<file path="config.mk">
export PLATFORM = sky130hd
export DESIGN_NAME = load_store_access_unit
export DESIGN_NICKNAME = d
export VERILOG_FILES = /design/src/rtl/load_store_access_unit_pkg.sv /design/src/rtl/load_store_access_unit_lane_format.sv /design/src/rtl/load_store_access_unit.sv
export SDC_FILE = /design/constraint.sdc
export NUM_CORES = 1
export LEC_CHECK = 0
export ABC_AREA = 1
export CELL_PAD_IN_SITES_DETAIL_PLACEMENT = 1
export CELL_PAD_IN_SITES_GLOBAL_PLACEMENT = 2
export CORE_UTILIZATION = 19
export CTS_BUF_LIST = sky130_fd_sc_hd__clkbuf_16
export DETAILED_ROUTE_END_ITERATION = 6
export PLACE_DENSITY = 0.72
export SYNTH_ARGS = -nofsm -noshare
export SYNTH_HDL_FRONTEND = slang
export SYNTH_SLANG_ARGS = --single-unit
</file>
<file path="constraint.sdc">
create_clock -name iCLOCK -period 1.41 [get_ports iCLOCK]
set_input_delay 0.3525 -clock iCLOCK [delete_from_list [all_inputs] [get_ports iCLOCK]]
set_output_delay 0.3525 -clock iCLOCK [all_outputs]
set_load 0.01 [all_outputs]
</file>
<file path="src/rtl/load_store_access_unit_pkg.sv">
// ============================================================================
// Module      : load_store_access_unit_pkg
// Description : Shared access-order encodings, lane-mask rule and FSM states
//               for the load/store access unit.
// Revision    : 1.0 - initial release
// ============================================================================
`default_nettype none

package load_store_access_unit_pkg;

    localparam logic [1:0] ORDER_BYTE = 2'b00;
    localparam logic [1:0] ORDER_HALF = 2'b01;
    localparam logic [1:0] ORDER_WORD = 2'b10;
    localparam logic [1:0] ORDER_RAW  = 2'b11;

    typedef enum logic [1:0] {
        ST_IDLE  = 2'd0,
        ST_ISSUE = 2'd1,
        ST_WAIT  = 2'd2,
        ST_DRAIN = 2'd3
    } ldst_state_t;

    // Big-endian lanes: mask bit 3 covers the byte at address offset 0.
    function automatic logic [3:0] lane_mask(
        input logic [1:0] order,
        input logic [1:0] addr_lo,
        input logic [3:0] raw_mask
    );
        case (order)
            ORDER_BYTE: lane_mask = 4'b1000 >> addr_lo;
            ORDER_HALF: lane_mask = addr_lo[1] ? 4'b0011 : 4'b1100;
            ORDER_WORD: lane_mask = 4'b1111;
            default:    lane_mask = raw_mask;
        endcase
    endfunction

endpackage

`default_nettype wire

</file>
<file path="src/rtl/load_store_access_unit_lane_format.sv">
// ============================================================================
// Module      : load_store_lane_format
// Description : Combinational write-data replication, byte-mask generation,
//               bus address alignment and read-data extraction.
// Revision    : 1.0 - initial release
// ============================================================================
`default_nettype none

module load_store_lane_format
    import load_store_access_unit_pkg::*;
(
    input  logic [1:0]  order,
    input  logic [31:0] addr,
    input  logic [31:0] wr_data,
    input  logic [3:0]  raw_mask,
    input  logic [31:0] rd_raw,
    output logic [31:0] mem_addr,
    output logic [31:0] mem_data,
    output logic [3:0]  mem_mask,
    output logic [31:0] rd_data
);

    logic [31:0] w_byte_shift;
    logic [31:0] w_half_shift;

    // (3 - offset) equals the bitwise inverse of a 2-bit offset.
    assign w_byte_shift = rd_raw >> {~addr[1:0], 3'b000};
    assign w_half_shift = rd_raw >> {~addr[1], 4'b0000};

    always_comb begin
        mem_mask = lane_mask(order, addr[1:0], raw_mask);
        mem_addr = (order == ORDER_RAW) ? addr : {addr[31:2], 2'b00};
        case (order)
            ORDER_BYTE: begin
                mem_data = {4{wr_data[7:0]}};
                rd_data  = {24'd0, w_byte_shift[7:0]};
            end
            ORDER_HALF: begin
                mem_data = {2{wr_data[15:0]}};
                rd_data  = {16'd0, w_half_shift[15:0]};
            end
            default: begin
                mem_data = wr_data;
                rd_data  = rd_raw;
            end
        endcase
    end

endmodule

`default_nettype wire

</file>
<file path="src/rtl/load_store_access_unit.sv">
// ============================================================================
// Module      : load_store_access_unit
// Description : Owns the single outstanding data-memory transaction: latches a
//               request, issues it on DATAIO and returns the formatted result.
// Revision    : 1.0 - initial release
// ============================================================================
`default_nettype none

module load_store_access_unit
    import load_store_access_unit_pkg::*;
(
    input  logic        iCLOCK,
    input  logic        iRESET_SYNC,
    input  logic        iFLUSH,
    input  logic        iLDST_REQ,
    output logic        oLDST_BUSY,
    input  logic [1:0]  iLDST_ORDER,
    input  logic [3:0]  iLDST_MASK,
    input  logic        iLDST_RW,
    input  logic [13:0] iLDST_TID,
    input  logic [1:0]  iLDST_MMUMOD,
    input  logic [31:0] iLDST_PDT,
    input  logic [31:0] iLDST_ADDR,
    input  logic [31:0] iLDST_DATA,
    output logic        oLDST_VALID,
    output logic        oLDST_PAGEFAULT,
    output logic [13:0] oLDST_MMU_FLAGS,
    output logic [31:0] oLDST_DATA,
    output logic        oDATAIO_REQ,
    input  logic        iDATAIO_BUSY,
    output logic [1:0]  oDATAIO_ORDER,
    output logic [3:0]  oDATAIO_MASK,
    output logic        oDATAIO_RW,
    output logic [13:0] oDATAIO_TID,
    output logic [1:0]  oDATAIO_MMUMOD,
    output logic [31:0] oDATAIO_PDT,
    output logic [31:0] oDATAIO_ADDR,
    output logic [31:0] oDATAIO_DATA,
    input  logic        iDATAIO_REQ,
    input  logic        iDATAIO_PAGEFAULT,
    input  logic [13:0] iDATAIO_MMU_FLAGS,
    input  logic [31:0] iDATAIO_DATA
);

    ldst_state_t r_state, w_next_state;
    logic        w_accept, w_capture;

    logic [1:0]  r_order;
    logic        r_rw;
    logic [13:0] r_tid;
    logic [1:0]  r_mmumod;
    logic [31:0] r_pdt, r_addr, r_wdata;
    logic [3:0]  r_raw_mask;

    logic        r_valid, r_pagefault;
    logic [13:0] r_mmu_flags;
    logic [31:0] r_rdata;

    logic [31:0] w_mem_addr, w_mem_data, w_rd_data;
    logic [3:0]  w_mem_mask;

    always_comb begin
        w_next_state = r_state;
        w_accept     = 1'b0;
        w_capture    = 1'b0;
        case (r_state)
            ST_IDLE: begin
                if (iLDST_REQ && !iFLUSH) begin
                    w_accept     = 1'b1;
                    w_next_state = ST_ISSUE;
                end
            end
            ST_ISSUE: begin
                // Once memory has taken the request its response must be drained.
                if (!iDATAIO_BUSY)
                    w_next_state = iFLUSH ? ST_DRAIN : ST_WAIT;
                else if (iFLUSH)
                    w_next_state = ST_IDLE;
            end
            ST_WAIT: begin
                if (iDATAIO_REQ) begin
                    w_capture    = !iFLUSH;
                    w_next_state = ST_IDLE;
                end else if (iFLUSH) begin
                    w_next_state = ST_DRAIN;
                end
            end
            ST_DRAIN: begin
                if (iDATAIO_REQ)
                    w_next_state = ST_IDLE;
            end
            default: w_next_state = ST_IDLE;
        endcase
    end

    always_ff @(posedge iCLOCK) begin
        if (iRESET_SYNC) begin
            r_state     <= ST_IDLE;
            r_order     <= 2'd0;
            r_rw        <= 1'b0;
            r_tid       <= 14'd0;
            r_mmumod    <= 2'd0;
            r_pdt       <= 32'd0;
            r_addr      <= 32'd0;
            r_wdata     <= 32'd0;
            r_raw_mask  <= 4'd0;
            r_valid     <= 1'b0;
            r_pagefault <= 1'b0;
            r_mmu_flags <= 14'd0;
            r_rdata     <= 32'd0;
        end else begin
            r_state <= w_next_state;
            r_valid <= w_capture;
            if (w_accept) begin
                r_order    <= iLDST_ORDER;
                r_rw       <= iLDST_RW;
                r_tid      <= iLDST_TID;
                r_mmumod   <= iLDST_MMUMOD;
                r_pdt      <= iLDST_PDT;
                r_addr     <= iLDST_ADDR;
                r_wdata    <= iLDST_DATA;
                r_raw_mask <= iLDST_MASK;
            end
            if (w_capture) begin
                r_pagefault <= iDATAIO_PAGEFAULT;
                r_mmu_flags <= iDATAIO_MMU_FLAGS;
                r_rdata     <= iDATAIO_PAGEFAULT ? 32'd0 : w_rd_data;
            end
        end
    end

    load_store_lane_format u_lane_format (
        .order    (r_order),
        .addr     (r_addr),
        .wr_data  (r_wdata),
        .raw_mask (r_raw_mask),
        .rd_raw   (iDATAIO_DATA),
        .mem_addr (w_mem_addr),
        .mem_data (w_mem_data),
        .mem_mask (w_mem_mask),
        .rd_data  (w_rd_data)
    );

    assign oLDST_BUSY      = (r_state != ST_IDLE);
    assign oLDST_VALID     = r_valid;
    assign oLDST_PAGEFAULT = r_pagefault;
    assign oLDST_MMU_FLAGS = r_mmu_flags;
    assign oLDST_DATA      = r_rdata;

    assign oDATAIO_REQ    = (r_state == ST_ISSUE);
    assign oDATAIO_ORDER  = r_order;
    // Idle mask is forced low so a cleared request never shows an enabled lane.
    assign oDATAIO_MASK   = (r_state == ST_IDLE) ? 4'd0 : w_mem_mask;
    assign oDATAIO_RW     = r_rw;
    assign oDATAIO_TID    = r_tid;
    assign oDATAIO_MMUMOD = r_mmumod;
    assign oDATAIO_PDT    = r_pdt;
    assign oDATAIO_ADDR   = w_mem_addr;
    assign oDATAIO_DATA   = w_mem_data;

endmodule

`default_nettype wire

</file>
==> results_dict.tcl <==
set metrics [dict create \
    outcome "complete, but fails checks" \
    failed_checks "negative setup slack" \
    met3_length_um 1820 \
    met1Wirelength_um 15700 \
    rsz0062_at_grt "true" \
    drt_iter0_drc 224 \
    place_hpwl_um 22700 \
    via_per_inst 4.28 \
    top_layer "met5" \
    grt_pass1_wl_um 47900 \
    critPathMaxStageDelay_ns 0.39 \
    synth_cell_type_count 26 \
    syn_inst 965 \
    root_buffer "clkbuf_16" \
    final_cell_area_sq_um 13600 \
    drt-total-wl_um 34700 \
    gp_congestion 0.807 \
    drive_above_1_share_pct 34.9 \
    syn_area_sq_um 7060 \
    crit_required_ns 1.06 \
    cts_buffers 17 \
    powerDensity_nw_per_um2 1440 \
    die_y_um 195 \
    fin_crit_sh_pct 134 \
    htree_levels 4 \
    cellLeakagePower_nw 5.50 \
    regToRegStartpoint "r_state[0]$_SDFFE_PP0P_" \
    via_count 7939 \
    setup_ws_ns -0.486 \
    clk_latency_ns 0.44 \
    layout.cells.non_filler 1853 \
    ant_nets 0 \
    antenna_found_initial 4 \
    die_area_sq_um 37900 \
    hold_viol_final 0 \
    cts_sinks 169 \
    ys_seq_area_share_pct 47.9 \
    path_class "register to primary output" \
    syn_nets 1137 \
    fin_setup_tns_ns -32.09 \
    synth_seq_cells 169 \
    ios 341 \
    drv_cap 0 \
    postCtsHoldBufs 0 \
    slew_headroom_pct 72.8 \
    overflow 0 \
    grt_usage_pct 16.7 \
    drc 0 \
    cts_tree "built" \
    layout.nets 1540 \
    crit_end "oDATAIO_DATA[24]" \
    final_util_pct 37.2 \
    finalSetupViolations 205 \
    power.total_w 0.0196 \
    die_x_um 195 \
    clockBufferDepth 2 \
    dpl-instance-area_sq_um 11300 \
    drv_slew 0 \
    worstSetupStartpoint "oDATAIO_ORDER[1]$_SDFFE_PP0P_" \
    dr.pass1.iters 4 \
    r2r_cells 10 \
    grt_pass1_vias 7853 \
    dp.cells 1758 \
    worstPathArrival_ns 1.54 \
    wl_per_cell_um 18.7 \
    startpoint_type "register" \
    initial_core_util_pct 19.3 \
    grt_max_degree 52 \
    synth.avg_cell_area_sq_um 7.31 \
    fin_worst_skew_ns 0.00881 \
    worst_pin_slew_ns 0.408 \
    yosys_warnings 0 \
    period_minus_slack_ns 1.90 \
    worstSetupEndpointType "primary output" \
    max_clock_freq_mhz 527 \
    port_buffers 340 \
    cp_max_fo 7 \
    core_area_sq_um 36600 \
    wl_met2_um 16500 \
    rrSetupSlack_ns -0.20 \
    rows 70 \
    syn2layout_area_growth_pct 92.9 \
    crit_path_top_delay_cell "dfxtp_4" \
    clkSlewWorstSetupHoldPaths_ns 0.07 \
    worstPathCellList "inv_6 > nand2_4 > buf_8 > o211ai_1 > buf_2" \
    hold_path_class "input port to register" \
    r2r_end "r_wdata[29]$_SDFFE_PP0P_" \
    irDropWorstVdd_mv 0.958 \
]
[critical path: cells and delay by family, from the launching register on]
kind                   cells  cell delay [ns]
buffers and inverters      3             0.42
AOI/OAI and AO/OA          1             0.23
DFF                        1             0.39
and+or+nand+nor            1             0.07
[placed cells by master, fill, tap and decap left out, drive strengths merged]
master | synthesis | final
o211ai | 9 | 9
nand2 | 136 | 140
a21oi | 30 | 30
bufbuf | 0 | 1
dlygate4sd2 | 0 | 1
bufinv | 0 | 2
nor2 | 260 | 260
buf | 78 | 174
nand3 | 54 | 54
dlymetal6s2s | 0 | 2
diode | 0 | 4
clkdlybuf4s50 | 0 | 169
o2111a | 1 | 1
a31oi | 2 | 2
clkdlybuf4s15 | 0 | 117
dfxtp | 169 | 169
clkinv | 3 | 10
nand4 | 1 | 1
clkinvlp | 0 | 2
o21ai | 170 | 170
inv | 32 | 36
clkbuf | 20 | 31
[flip-flops by register name, summed over array words and instances (netlist names)]
name / cells
r_addr: 32
oDATAIO_RW: 1
oLDST_PAGEFAULT: 1
r_state: 2
r_wdata: 32
oDATAIO_TID: 14
oLDST_VALID: 1
oDATAIO_MMUMOD: 2
r_raw_mask: 4
oLDST_DATA: 32
oDATAIO_PDT: 32
oLDST_MMU_FLAGS: 14
oDATAIO_ORDER: 2
[cell usage after synthesis, drive strengths merged]
library cell	count	area share, %
o2111a	1	0.16
o21ai	170	12
nor2	260	14
buf	78	7.9
dfxtp	169	48
a31oi	2	0.18
clkbuf	20	1.1
inv	32	1.7
nand4	1	0.089
a21oi	30	2.1
nand3	54	3.9
o211ai	9	0.96
nand2	136	7.4
clkinv	3	0.18
[what timing repair did]
| action | CTS | global route |
|---|---|---|
| setup endpoints to repair | 253 | 272 |
| gates resized for setup | 667 | 211 |
| gates cloned | 6 | 21 |
| buffers inserted | 16 | 22 |
| pin swaps | 11 | 63 |
[per-layer routing]
metal  vias up  global-route usage, %
li1       3916                      -
met1      3801                   21.0
met2       192                   27.2
met3        28                   4.70
met4         2                   5.77
met5         -                      0
[cell families (layout without fill, tap and decap cells)]
logic type             count (synthesis)  in the layout  share of synthesized area (%)
buffers and inverters                133            545                           10.9
AOI/OAI and AO/OA                    212            212                           15.5
DFF                                  169            169                           47.9
other                                  0              4                              0
and+or+nand+nor                      451            455                           25.7
[metrics by stage]
stage,hold WS [ns],setup slack [ns]
2_1_floorplan,0.445,0.0154
3_3_place_gp,0.451,-0.518
3_5_place_dp,0.457,-0.528
4_1_cts,0.467,-0.554
5_1_grt,0.476,-0.570
6_report,0.465,-0.486
[layout make-up]
cell class	instances	area (sq um)
Antenna cell	4	10.0
Inverter	35	184
Tap cell	468	586
Sequential cell	169	3420
Multi-Input combinational cell	667	3630
Fill cell	4276	23000
Clock inverter	15	138
Timing Repair Buffer	478	5220
Clock buffer	17	425
[how the worst min path moves through the flow]
stage,start,to,slack [ns],depth (start not counted)
after floorplan,r_wdata[10]$_SDFFE_PP0P_,r_wdata[10]$_SDFFE_PP0P_,0.44,2
after global placement,oLDST_DATA[6]$_SDFFE_PP0P_,oLDST_DATA[6]$_SDFFE_PP0P_,0.45,2
after detailed placement,oLDST_DATA[15]$_SDFFE_PP0P_,oLDST_DATA[15]$_SDFFE_PP0P_,0.46,2
after CTS,oLDST_DATA[15]$_SDFFE_PP0P_,oLDST_DATA[15]$_SDFFE_PP0P_,0.47,2
after global routing,iLDST_REQ,r_state[1]$_SDFFE_PP0P_,0.48,7
final,iLDST_REQ,r_state[0]$_SDFFE_PP0P_,0.46,7
[power breakdown]
part / leakage (nW) / switching (W) / internal (W)
registers: 1.39 / 0.000513 / 0.00555
logic: 3.83 / 0.00434 / 0.00446
clock network: 0.280 / 0.00211 / 0.00258
Power figures use the tool's default switching activity.
==> RTL edit (config.mk and constraints unchanged) <==
Put a register stage on the output `oDATAIO_ADDR`, with the module's reset. The value now appears one clock later. The other outputs are not delayed to match.
--- a/src/rtl/load_store_access_unit.sv
+++ b/src/rtl/load_store_access_unit.sv
@@ -157,3 +157,9 @@
     assign oDATAIO_PDT    = r_pdt;
-    assign oDATAIO_ADDR   = w_mem_addr;
+    always_ff @(posedge iCLOCK) begin
+        if (iRESET_SYNC) begin
+            oDATAIO_ADDR <= '0;
+        end else begin
+            oDATAIO_ADDR <= w_mem_addr;
+        end
+    end
     assign oDATAIO_DATA   = w_mem_data;
Behaviour: not the same (Yosys sat finds a counterexample within 4 cycles, from zero or initial values and one cycle with iRESET_SYNC high).
==> RTL edit against the unedited design <==
  * Synthesized area grew 9.0%
  * Synthesized cell count grew 3.6%
  * The flow still finishes with violations (negative setup slack)
  * Non-clock buffer count shrank 15
  * Combinational power shrank 8.2%
  * Worst setup slack lost 33 ps
  * Largest power group unchanged
  * Sequential cell count grew 32
  * Cell area grew 4.0%
  * Via count grew 4.3%
  * First-iteration DRC count shrank 21%
  * Routed wire length grew 1.5%
  * Worst hold slack lost 160 ps
  * Cell count grew 5.8%
  * Total power grew 7.8%
  * Critical endpoint is now oDATAIO_MASK[0]
  * Fmax shrank 1.7%
==> RTL edit: results (changes against the unedited design) <==
status: finished with violations
failing checks: negative setup slack
first-pass GRT wire length: 48200 um (+0.49%)
post-synthesis cell count: 1000 (+3.6%)
FILL cells: 4712 (+10%)
clk_skew: 7.69 ps (-1.12 ps)
ys async rst share: 0% (unchanged)
HP Start: iRESET_SYNC
Setup WS post-layout: -519 ps (-33.2 ps)
register area share after synthesis: 52.3% (+4.4 points)
Hold Crit Class: input port to flop
CTS clk-pin slew, worst paths: 60 ps
Worst R2R Path Depth: 8 (-2)
CTS root buf: clkbuf_16
ranking of synthesized cells by area: dfxtp_1 52%, nor2_1 11%, o21ai_0 10%, nand2_1 6.5%, nand3_1 3.4%
Distinct cells, synth: 29 (+12%)
yosys warns: 0 (unchanged)
slew margin rel.: 73.2% (+0.33 points)
Placer Congestion: 0.766 (-5.0%)
Synth Net Count: 1172 (+3.1%)
Lkg Pwr: 6.06 nW (+10%)
clk_lat worst skew: 540 ps (+100 ps)
port bufs: 340 (unchanged)
top-area cell type share of the netlist area: 52.3% (+4.4 points)
Routed WL per cell: 17.9 um (-4.1%)
P_int: 13.9 mW (+11%)
Worst setup startpoint: oDATAIO_ORDER[1]
list of most frequent post-synthesis cells: 221 x nor2_1, 201 x dfxtp_1, 153 x o21ai_0, 133 x nand2_1, 57 x inv_1
WHS Path Cells: 3 (-4)
Max H-tree Level: 1 (-3)
final setup TNS: -22980 ps (+9100 ps)
initial antenna violation count: 0 (-4)
vias in the first global route: 8408 (+7.1%)
Crit path arrival time: 1580 ps (+40 ps)
proportion of layout cells with a drive suffix above 1: 40.4% (+5.5 points)
Pre-Repair DR Iteration Count: 4 (unchanged)
Nets: 1593 (+3.4%)
worst-case clock buffer depth: 3 (+1)
CP max FO: 5 (-2)
largest net degree at the start of global routing: 66 (+27%)
Setup violations, final: 202 (-1.5%)
HPWL after DPL: 23000 um (+1.4%)
GRT Overall Usage: 14.9% (-1.8 points)
diode count: 0 (-4)
Post-Place Cells: 1868 (+6.3%)
VDD IR max: 0.826 mV (-14%)
TritonCTS Buffers: 25 (+8)
RR Startpoint: r_state[0]
initial DRC count: 176 (-21%)
post-place setup slack: -491 ps (+37.0 ps)
final WL: 35200 um (+1.5%)
via density per instance: 4.22 (-1.5%)
RTL edit: metrics by stage:
stage,instance area (um^2),hold WS (ps)
after CTS,12400,285
after global routing,14200,307
after detailed placement,12100,424
after floorplan,7730,410
final,14200,309
after global placement,12100,417
RTL edit: area by class of cell:
cell class                      count  area share (%)
Clock buffer                       25            4.42
Clock inverter                     17           0.715
Inverter                           65            2.16
Multi-Input combinational cell    664            26.9
Sequential cell                   201            28.9
Tap cell                          525            4.64
Timing Repair Buffer              463            32.1
Timing Repair inverter              1           0.115
RTL edit: logic make-up after synthesis:
| family | count (synthesis) | share of synthesized area (%) |
|---|---|---|
| compound gates | 242 | 16.9 |
| buf+inv | 136 | 8.50 |
| flops | 201 | 52.3 |
| simple gates | 421 | 22.3 |
RTL edit: final timing paths:
kind / to / slack, ps
min reg2reg: oDATAIO_ADDR[28] / 430
min: oLDST_DATA[11] / 310
max reg2reg: oLDST_DATA[14] / -140
max: oDATAIO_MASK[0] / -520
RTL edit: critical path, cell delays in order, from the launching register on:
cell	delay, ps
dfxtp_4	410
nand2_1	110
buf_4	160
o2111a_1	240
buf_6	120
RTL edit: what timing repair did:
item / 4_1_cts / 5_1_grt
gates cloned: 2 / 22
endpoints found under the setup margin: 217 / 186
pin swaps: 15 / 37
setup buffers: 6 / 24
gates resized for setup: 799 / 393
RTL edit: power groups by stage:
stage | Sequential, mW | Combinational (mW) | Clock (mW)
6_report | 7.07 | 8.08 | 5.93
5_1_grt | 7.16 | 8.79 | 6.42
4_1_cts | 6.99 | 6.34 | 6.21
3_5_place_dp | 7.04 | 6.40 | 0
3_3_place_gp | 7.01 | 6.35 | 0
2_1_floorplan | 7.18 | 2.70 | 0
RTL edit: routing by layer:
layer | up-vias | track usage [%] | routed length [um]
met3 | 46 | 5.47 | 2680
met2 | 236 | 25.2 | 17100
li1 | 4075 | - | -
met5 | - | 0 | 0
met1 | 3922 | 17.6 | 14600
met4 | 0 | 3.84 | 791
